==> src/rtl/mux5_rr_arbiter.sv <==
// rtl/mux5_rr_arbiter.sv - five-source round-robin arbiter with registered output stage
//
// Purpose:
//    Shares one n-bit result path between five producers. Each cycle in
//    which the output stage can take data, the highest-priority requester
//    is captured into f, its source code is captured into s, and ack pulses
//    for one cycle on the winner's bit. The s code drives the select of a
//    downstream 5:1 mux: 000..011 are sources 1..4, 100 is source 5.
//
// Optional feature:
//    MUX5_ARB_FIXED_PRIO_EN  defined   -> fixed priority, source 1 highest.
//                            undefined -> round-robin, pointer advances past
//                                         each winner.
//
// Ports:
//    clk        in   rising-edge clock
//    rst        in   asynchronous active-high reset
//    req[4:0]   in   request level, bit k is source k+1
//    w1..w5     in   source data, n bits each
//    ack[4:0]   out  one-cycle capture pulse, bit k is source k+1
//    out_valid  out  output register holds a transfer
//    out_ready  in   consumer accepts the transfer this cycle
//    f          out  captured data
//    s          out  encoded source of f (000..100)

module mux5_rr_arbiter #(
   parameter int n = 4
) (
   input  logic         clk,
   input  logic         rst,
   input  logic [4:0]   req,
   input  logic [n-1:0] w1,
   input  logic [n-1:0] w2,
   input  logic [n-1:0] w3,
   input  logic [n-1:0] w4,
   input  logic [n-1:0] w5,
   output logic [4:0]   ack,
   output logic         out_valid,
   input  logic         out_ready,
   output logic [n-1:0] f,
   output logic [2:0]   s
);

   typedef enum logic {
      IDLE = 1'b0,
      HOLD = 1'b1
   } state_t;

   state_t       state;
   logic [2:0]   start;
   logic [2:0]   win_idx;
   logic         win_found;
   logic         capture;
   logic [n-1:0] win_data;

`ifdef MUX5_ARB_FIXED_PRIO_EN
   // Search always begins at source 1.
   assign start = 3'd0;
`else
   // Index (0..4) of the source that has first claim on the next capture.
   logic [2:0] ptr;
   assign start = ptr;
`endif

   // Rotating search: visit start, start+1, ... wrapping modulo 5, and keep
   // the first requesting source found.
   always_comb begin : search
      logic [3:0] sum;
      logic [2:0] idx;
      win_found = 1'b0;
      win_idx   = 3'd0;
      sum       = 4'd0;
      idx       = 3'd0;
      for (int i = 0; i < 5; i++) begin
         sum = {1'b0, start} + 4'(i);
         idx = (sum >= 4'd5) ? 3'(sum - 4'd5) : sum[2:0];
         if (!win_found && req[idx]) begin
            win_found = 1'b1;
            win_idx   = idx;
         end
      end
   end

   always_comb begin
      win_data = w1;
      case (win_idx)
         3'd0:    win_data = w1;
         3'd1:    win_data = w2;
         3'd2:    win_data = w3;
         3'd3:    win_data = w4;
         3'd4:    win_data = w5;
         default: win_data = w1;
      endcase
   end

   // A capture may overlap the drain of the held transfer, giving one
   // transfer per cycle while out_ready stays high.
   assign capture = win_found && ((state == IDLE) || out_ready);

   always_ff @(posedge clk or posedge rst) begin
      if (rst) begin
         state     <= IDLE;
         out_valid <= 1'b0;
         f         <= '0;
         s         <= 3'd0;
         ack       <= 5'd0;
`ifndef MUX5_ARB_FIXED_PRIO_EN
         ptr       <= 3'd0;
`endif
      end else begin
         ack <= 5'd0;
         if (capture) begin
            state     <= HOLD;
            out_valid <= 1'b1;
            f         <= win_data;
            s         <= win_idx;
            ack       <= 5'b00001 << win_idx;
`ifndef MUX5_ARB_FIXED_PRIO_EN
            ptr       <= (win_idx == 3'd4) ? 3'd0 : win_idx + 3'd1;
`endif
         end else if ((state == HOLD) && out_ready) begin
            // Drained with nothing waiting; f and s keep their last value.
            state     <= IDLE;
            out_valid <= 1'b0;
         end
      end
   end

endmodule

==> config.mk <==
export PLATFORM = sky130hd
export DESIGN_NAME = mux5_rr_arbiter
export DESIGN_NICKNAME = d
export VERILOG_FILES = /design/src/rtl/mux5_rr_arbiter.sv
export SDC_FILE = /design/constraint.sdc
export NUM_CORES = 1
export LEC_CHECK = 0
export CORE_UTILIZATION = 54
export DETAILED_ROUTE_END_ITERATION = 10
export GPL_TIMING_DRIVEN = 1
export PLACE_DENSITY = 0.82
export SYNTH_ARGS = -nofsm -noshare
export SYNTH_HDL_FRONTEND = slang
export SYNTH_SLANG_ARGS = --single-unit
==> constraint.sdc <==
create_clock -name clk -period 5.2 [get_ports clk]
set_input_delay 1.04 -clock clk [delete_from_list [all_inputs] [get_ports clk]]
set_output_delay 1.04 -clock clk [all_outputs]
set_load 0.02 [all_outputs]
# --- After elaboration in Yosys (flattened, before gate mapping) ---
# Cells that the tools add are included.
op_classes:
  add_sub_neg: 10
  n_lt_le_gt_ge: 10
  eq_ne: 4
  shift: 1
  mux: 30
  bitwise: 1
  reduce_logical: 12
ops:
  columns: ["op", "count"]
  rows:
  - ["2-to-1 mux 3 bit", 11]
  - ["< comparator 3 x 4 -> 1 bit (second input constant)", 5]
  - ["greater-or-equal comparator 4 x 3 -> 1 bit (second input constant)", 4]
  - ["one-hot mux 4 bit (4 select lines)", 1]
  - ["binary-select mux 1 bit (select 3 bit)", 5]
  - ["subtractor 3 bit (second input constant)", 5]
  - ["2-to-1 mux 1 bit", 12]
  - ["adder 3 x 2 -> 4 bit (second input constant)", 2]
  - ["equality test 3 x 2 -> 1 bit (second input constant)", 2]
  - ["logical AND 1 bit", 6]
  - ["2-to-1 mux 5 bit", 1]
  - ["left shift 1 x 3 -> 5 bit (first input constant)", 1]
  - ["adder 3 x 1 -> 4 bit (second input constant)", 1]
  - ["adder 3 x 3 -> 4 bit (second input constant)", 1]
  - ["zero test 1 bit", 4]
  - ["adder 3 x 1 -> 3 bit (second input constant)", 1]
  - ["equality test 3 x 1 -> 1 bit (second input constant)", 1]
  - ["equality test 3 bit (second input constant)", 1]
  - ["greater-or-equal comparator 3 bit (second input constant)", 1]
  - ["nonzero test 2 bit", 1]
  - ["logical OR 1 bit", 1]
  - ["NOT 1 bit", 1]
word_totals:
  regBits: 16
  in_bits: 28

# --- Logic depth before layout (Yosys ltp) ---
# Gate-level depths: netlist (run 1).
logic_depth:
  depth_word: 19
  ltp_mapped: 21
  ltp_nobuf: 18

# --- Least setup slack after synthesis (run 1) ---
# No wires, ideal clock.
synth_timing:
  path_type: "reg-to-reg"
  start: "reg ptr[1]"
  end: "reg f[0]"
  setup_time_ns: 0.134
  arrival_ns: 4.545
  required_time_ns: 5.066
  setup_slack_ns: 0.522
  path_stages_with_launch: 18
  path_buffers: 2
  path_cell_list: "dfrtp_1 > clkbuf_1 > inv_1 > ha_1 > ha_1 > buf_2 > a21oi_2 > mux2_4 > or3_4 > o21a_4 > and2_1 > o311ai_4 > inv_1 > ha_1 > or3_1 > a311o_1 > a211oi_1 > a211oi_2"
synth_between:
  elab_chain_cells: 19
  elab_cells_between_ends: 53
synth_lines:
  columns: ["item", "line", "text"]
  rows:
  - ["start, declared", "61", "logic [2:0] ptr;"]
  - ["start signal, assigned", "119", "ptr <= (win_idx == 3'd4) ? 3'd0 : win_idx + 3'd1;"]
  - ["branches (longest 16 deep; another with adder 3 x 1 -> 4 bit)", null, null]
  - ["2-to-1 mux 3 bit (*)", "77", "if (!win_found && req[idx]) begin"]
  - ["named net win_idx[0]", "51", "logic [2:0] win_idx;"]
  - ["equality test 3 bit (tied with other cells)", "86", "case (win_idx)"]
  - ["one-hot mux 4 bit (4 select lines) (*)", "86", null]
  - ["end signal, assigned", "115", "f <= win_data;"]
  - ["end, declared", "40", "output logic [n-1:0] f,"]
# Mark *: on every way through the listed nets, which the timed path passes. The select of a mux whose other input is x is not followed.
# A chain may end at the register's enable or synchronous reset.

# --- Final worst setup path (run 1) ---
layout_timing:
  start: "reg ptr[0]"
  end: "reg f[1]"
# Same word-level chain as after synthesis.

==> results of run 1 <==
registers in the layout (all words and copies together) (netlist names):
signal	cells
ack	5
f	4
ptr	3
s	3
state	1
cell usage in the layout, fill, tap and decap left out, drive strengths merged, types with 3 or more instances in the layout:
cell type      count
clkdlybuf4s50     40
nor2              18
o21ai             16
dfrtp             16
a211oi            15
ha                13
inv               13
nand2             12
nand3             11
nor2b             10
nor3               9
and2               9
buf                9
a221oi             9
nand2b             8
mux2i              6
a21oi              6
o31ai              6
nand3b             4
clkbuf             4
nor4b              4
mux2               4
a311oi             4
a22oi              3
a211o              3
a21o               3
o21a               3
or3                3
worst max-delay path, cell delays in order, from the launching register on:
cell	delay, ns
dfrtp_1	0.38
inv_2	0.17
ha_1	0.25
inv_1	0.07
fa_1	0.49
nand2b_1	0.25
a211oi_1	0.32
nor4b_1	0.10
o32ai_1	0.34
and2_1	0.25
nand2_1	0.11
o311ai_4	0.40
inv_1	0.11
ha_1	0.29
or3_1	0.37
a311o_1	0.41
a211oi_1	0.29
a211oi_2	0.06
final timing paths:
| path | from | slack (ns) | to | cells past startpoint |
|---|---|---|---|---|
| max in group asynchronous | rst | 3.64 | ptr[0] | 2 |
| hold / removal | s[2] | 0.52 | s[2] | 2 |
| setup / recovery | ptr[0] | 0.38 | f[1] | 17 |
| hold reg to reg | s[2] | 0.52 | s[2] | 2 |
| min in group asynchronous | rst | 1.16 | f[1] | 2 |
| setup reg to reg | ptr[0] | 0.38 | f[1] | 17 |
stage by stage:
| step | setup slack [ns] | area [sq um] | cells | util (%) | hold WS [ns] |
|---|---|---|---|---|---|
| 2_1_floorplan | 0.522 | 2230 | 259 | - | 0.604 |
| 3_3_place_gp | 0.360 | 2670 | 343 | 67.2 | 0.497 |
| 3_5_place_dp | 0.183 | 2670 | 343 | 67.2 | 0.500 |
| 4_1_cts | 0.428 | 2720 | 347 | 68.6 | 0.524 |
| 5_1_grt | 0.0552 | 2720 | 347 | 68.6 | 0.559 |
| 6_report | 0.380 | 2720 | 347 | 68.6 | 0.521 |
synthesized netlist by cell type (3+ instances only):
cell and instances:
nor2_1 17, nand3b_1 4, nor2b_1 10, a311oi_1 3, a22oi_1 3, mux2i_1 6
a21o_1 3, mux2_2 3, buf_6 3, nand2_1 12, nor3_1 9, nand3_1 11
nor4b_1 3, a211oi_2 4, dfrtp_1 16, a21oi_1 5, a211oi_1 10, a211o_1 3
ha_1 13, o31ai_1 4, a221oi_1 8, o21ai_0 16, buf_2 7, nand2b_1 8
inv_1 12, and2_1 9
cell families (layout without fill, tap and decap cells):
group,Yosys count,count (layout),synth area share [%]
fa+ha+maj,14,14,8.18
flops,16,16,17.9
buf+inv,28,66,6.45
xor+xnor,3,3,1.18
mux,10,10,4.88
compound gates,95,95,37.8
simple gates,93,93,23.5
per-layer routing:
metal	vias up	wire, um	part of all wire (%)	track usage [%]
li1	1084	-	-	-
met1	1073	2890	48	41.9
met2	64	2780	46	43.6
met3	8	305	5.1	4.31
met4	0	59	0.98	4.79
met5	-	0	0	0
layout make-up:
| class | instances | area (sq um) | area share, % |
|---|---|---|---|
| repair buffers | 49 | 468 | 17.2 |
| clock buffers | 4 | 55.1 | 2.02 |
| inverters | 13 | 48.8 | 1.79 |
| multi-input cells | 215 | 1690 | 62.0 |
| flip-flops and latches | 16 | 400 | 14.7 |
| well taps | 50 | 62.6 | 2.30 |
==> results.md, run 1 <==
* DIE AREA at approximately 4400 sq um
* Critical Path AT at a little under 5 ns
* Synth Area per Inst at approximately 8.6 sq um
* Post-synth top area share at 17.9%
* Clock Pin Slew Worst Setup and Hold Paths at 0.06 ns
* Clock skew at ~0.0043 ns
* DR vias/cell at approximately 6.4
* Ports at 41
* Routed WL at 6.04 mm
* Number of distinct library cells after synthesis at 75
* Largest net degree at the start of global routing at 35
* Nets at 340
* Initial DRC Count at between 150 and 200
* Fin Setup TNS at 0 ns
* Fmax at around 210 MHz
* Worst setup EP type: flip-flop
* First-pass GRT wire length at 9.69 mm
* Fillers at between 300 and 400
* Count of buffers from port buffering at 40
* Initial core utilization at between 50 and 60%
* Crit Path Class: flip-flop to flip-flop
* Longest Clk Path Bufs at 2
* Final hold violations at 0
* Shortest period the worst path allows at 4.82 ns
* Synth area leaders: dfrtp_1 18%, ha_1 7.3%, o21ai_0 3.6%
* Async set or reset register ratio after synthesis at 100%
* CTS H-tree lvls at 1
* DRC violations left at 0
* Via count at ~2.2k
* DIE WIDTH at 66.3 um
* TritonCTS Buffers at 3
* Share of layout cells above drive strength 1 at between 10 and 15%
* Initial antenna violation count at 0
* Vias in the first global route at 2042
* Synth Flop Type: dfrtp_1
* WP data required at about 5.3 ns
* Cells after Synth at between 200 and 300
* Final Slew Violations at 0
* Worst-path maximum fanout at 10
* Cts repair resizes at 0
* Die height at between 60 and 70 um
* Worst slew pin tran at ~0.69 ns
* Hold buffer count at CTS at 0
* Cell taking the most area after synthesis: dfrtp_1
* DP HPWL at 4.55 mm
* Clock latency on the worst-skew pair at ~0.25 ns
* Syn Nets at between 300 and 400
* Final period util at 92.7%
* Gpl congestion at 0.985
* Post-synth EDFFs at 0
* Slew HR at 53.8%
* CTS tree: yes
* Post-Syn Area at between 2000 and 2500 sq um
* Post-synthesis sequential area ratio at approximately 18%
* Routed wire per std cell at between 15 and 20 um
* GR Util All Layers at between 20 and 30%
* Grt ovf at 0
* Placement row count at 23
* Type of origin of the critical path: flip-flop
* DRT Pass-1 Iters at 4
* ANT nets after route at 0
* Unrepaired setup endpoints after global routing: no
* Layout area overhead at 22.0%
* Max cap viols at 0
* Min-delay worst type: flip-flop to flip-flop
* Yosys warns at 0
* Floorplan core area at 3970 sq um
* Postcts setup bufs at 0
* Outcome: completed
* Clock sink count at 16
* # setup viols final at 0
* Clock tree root buffer cell: clkbuf_8
* Yosys reg bits at 16
* ANT cells at 0
Power of run 1 is not shown: default switching activity piles up to over one toggle a cycle in this logic, so the estimate is an artifact.
==> run 2: changes to the inputs <==
- MAX_ROUTING_LAYER: unset -> met4
==> run 2 against run 1 <==
  * Design area decreased by 0.28%
  * Via count increased by 1.2%
  * Clock skew increased by 0.0017 ns
  * Highest routed layer unchanged
  * First-iteration DRC count increased by 79%
  * Cell count decreased by 0.29%
  * Worst setup slack improved by 0.021 ns
==> results.md, run 2 (synthesis results as in run 1) <==
* Clock sink count at 16 (unchanged)
* Hold_sp: s[2]
* Most used cell, CP: ha_1
* DRT Pass-1 Iters at 5 (+1)
* Die height at 66.3 um (unchanged)
* CTS H-tree lvls at 1 (unchanged)
* Hold Path End: s[2]
* Slew HR at 54.6% (+0.72 points)
* # setup viols final at 0 (unchanged)
* Min-delay worst type: flip-flop to flip-flop
* FF-to-FF Start: ptr[1]
* M1 WL at 2.78 mm (-3.9%)
* Floorplan core area at 3970 sq um (unchanged)
* Worst slew pin tran at 0.682 ns (-0.0107 ns)
* Hold buffer count at CTS at 0 (unchanged)
* GR Util All Layers at 29.8% (+1.5 points)
* TritonCTS Buffers at 3 (unchanged)
* Most flops, register: ack
* Crit Path Class: flip-flop to flip-flop
* Share of layout cells above drive strength 1 at 13.5% (-0.29 points)
* Most common cell after layout, fill and taps aside: clkdlybuf4s50_1
* WP data required at 5.30 ns (about the same)
* Outcome: completed
* Grt ovf at 0 (unchanged)
* Reg2reg path depth at 15 (-2)
* Max cap viols at 0 (unchanged)
* CP cell instances: inv_1, ha_1, ha_1, a21oi_2, mux2_4, or3_4, o21a_4, and2_1, o311ai_4, inv_1, ha_1, or3_1, a311o_1, a211oi_1, a211oi_2
* Commonest non-fill, non-tap cells in the layout: 40 x clkdlybuf4s50_1, 17 x nor2_1, 16 x o21ai_0, 16 x dfrtp_1, 13 x ha_1
* DP HPWL at 4.45 mm (-2.1%)
* Count of buffers from port buffering at 40 (unchanged)
* Buffer and inverter count on the worst path at 2 (-1)
* ANT nets after route at 0 (unchanged)
* Vias in the first global route at 2035 (-0.34%)
* Worst-path maximum fanout at 12 (+2)
* Cts repair resizes at 0 (unchanged)
* Via count at 2256 (+1.2%)
* Initial core utilization at 56.2% (unchanged)
* Largest regs: ack x5, f x4
* DR vias/cell at 6.52 (+1.5%)
* Placement row count at 23 (unchanged)
* Met3 Routed Length at 412 um (+35%)
* First-pass GRT wire length at 9.87 mm (+1.9%)
* Fin Setup TNS at 0 ns (unchanged)
* Top Metal Used: met4
* Hold path cells at 2 (unchanged)
* DIE AREA at 4400 sq um (unchanged)
* Routed WL at 5.96 mm (-1.3%)
* Fillers at 315 (-6.0%)
* Longest Clk Path Bufs at 2 (unchanged)
* Initial antenna violation count at 0 (unchanged)
* Max reg flops at 5 (unchanged)
* Metal2 WL at 2.70 mm (-2.8%)
* Final period util at 92.3% (-0.40 points)
* Final hold violations at 0 (unchanged)
* Final Slew Violations at 0 (unchanged)
* Ports at 41 (unchanged)
* Clock tree root buffer cell: clkbuf_8
* CTS tree: yes
* Unrepaired setup endpoints after global routing: no
* Postcts setup bufs at 0 (unchanged)
* Clock skew at 0.00599 ns (+0.00166 ns)
* DRC violations left at 0 (unchanged)
* Clock Pin Slew Worst Setup and Hold Paths at 0.06 ns (about the same)
* Delay-heaviest family, CP: compound AO/OA/AOI/OAI gates
* Crit-path max cell delay at 0.41 ns (-0.08 ns)
* Reg2reg end: f[3]
* Worst setup EP type: flip-flop
* Clock latency on the worst-skew pair at 0.25 ns (about the same)
* Nets at 339 (-0.29%)
* Shortest period the worst path allows at 4.80 ns (-0.0210 ns)
* Fmax at 208 MHz (+0.44%)
* DIE WIDTH at 66.3 um (unchanged)
* ANT cells at 0 (unchanged)
* Critical Path AT at 4.90 ns (about the same)
* Type of origin of the critical path: flip-flop
* Reg2Reg Setup Slack at 0.40 ns (+0.02 ns)
* Slowest-stage cell, CP: ha_1
* Gpl congestion at 0.949 (-3.6%)
* Routed wire per std cell at 17.2 um (-1.0%)
* Layout area overhead at 21.6%
* Largest net degree at the start of global routing at 35 (unchanged)
* Initial DRC Count at 330 (+79%)
==> run 2: cell count changes in the layout (fill, tap and decap cells not counted), sizes merged <==
cell	delta
buf	-1
==> run 2: worst register-to-register path, stage by stage (launching register included) <==
cell	delay [ns]
dfrtp_1	0.37
inv_1	0.25
ha_1	0.31
ha_1	0.41
a21oi_2	0.26
mux2_4	0.35
or3_4	0.40
o21a_4	0.25
and2_1	0.18
o311ai_4	0.36
inv_1	0.12
ha_1	0.29
or3_1	0.36
a311o_1	0.40
a211oi_1	0.28
a211oi_2	0.06
==> run 2: per-layer routing <==
| layer | track usage [%] | vias up |
|---|---|---|
| met5 | - | - |
| met4 | 6.12 | 0 |
| met3 | 4.48 | 10 |
| met2 | 43.5 | 95 |
| met1 | 43.4 | 1069 |
| li1 | - | 1082 |
==> run 2: worst max-delay path by stage <==
stage                     depth (start not counted)  startpoint   end  slack [ns]
after CTS                                        15      ptr[1]  f[0]        0.46
after floorplan                                  17      ptr[1]  f[0]        0.52
after global placement                           14      req[3]  f[0]        0.36
after global routing                             17      ptr[0]  f[2]        0.06
final                                            15      ptr[1]  f[3]        0.40
after detailed placement                         14      req[3]  f[0]        0.24
==> run 2: stage by stage <==
step / hold slack (ns) / setup slack [ns] / util, % / instance area [sq um] / std cells
4_1_cts: 0.531 / 0.462 / 68.4 / 2720 / 346
2_1_floorplan: 0.604 / 0.522 / - / 2230 / 259
5_1_grt: 0.571 / 0.0576 / 68.4 / 2720 / 346
3_5_place_dp: 0.501 / 0.235 / 67.0 / 2660 / 342
3_3_place_gp: 0.494 / 0.358 / 67.0 / 2660 / 342
6_report: 0.535 / 0.401 / 68.4 / 2720 / 346
==> run 2: layout make-up <==
type                       instances  area (sq um)  area share, %
clock buffer                       4          55.1           2.03
tap                               50          62.6           2.30
timing repair buffer              48           460           17.0
inverter                          13          48.8           1.80
multi-input combinational        215          1690           62.2
sequential                        16           400           14.7
Power of run 2 is left out for the same reason.
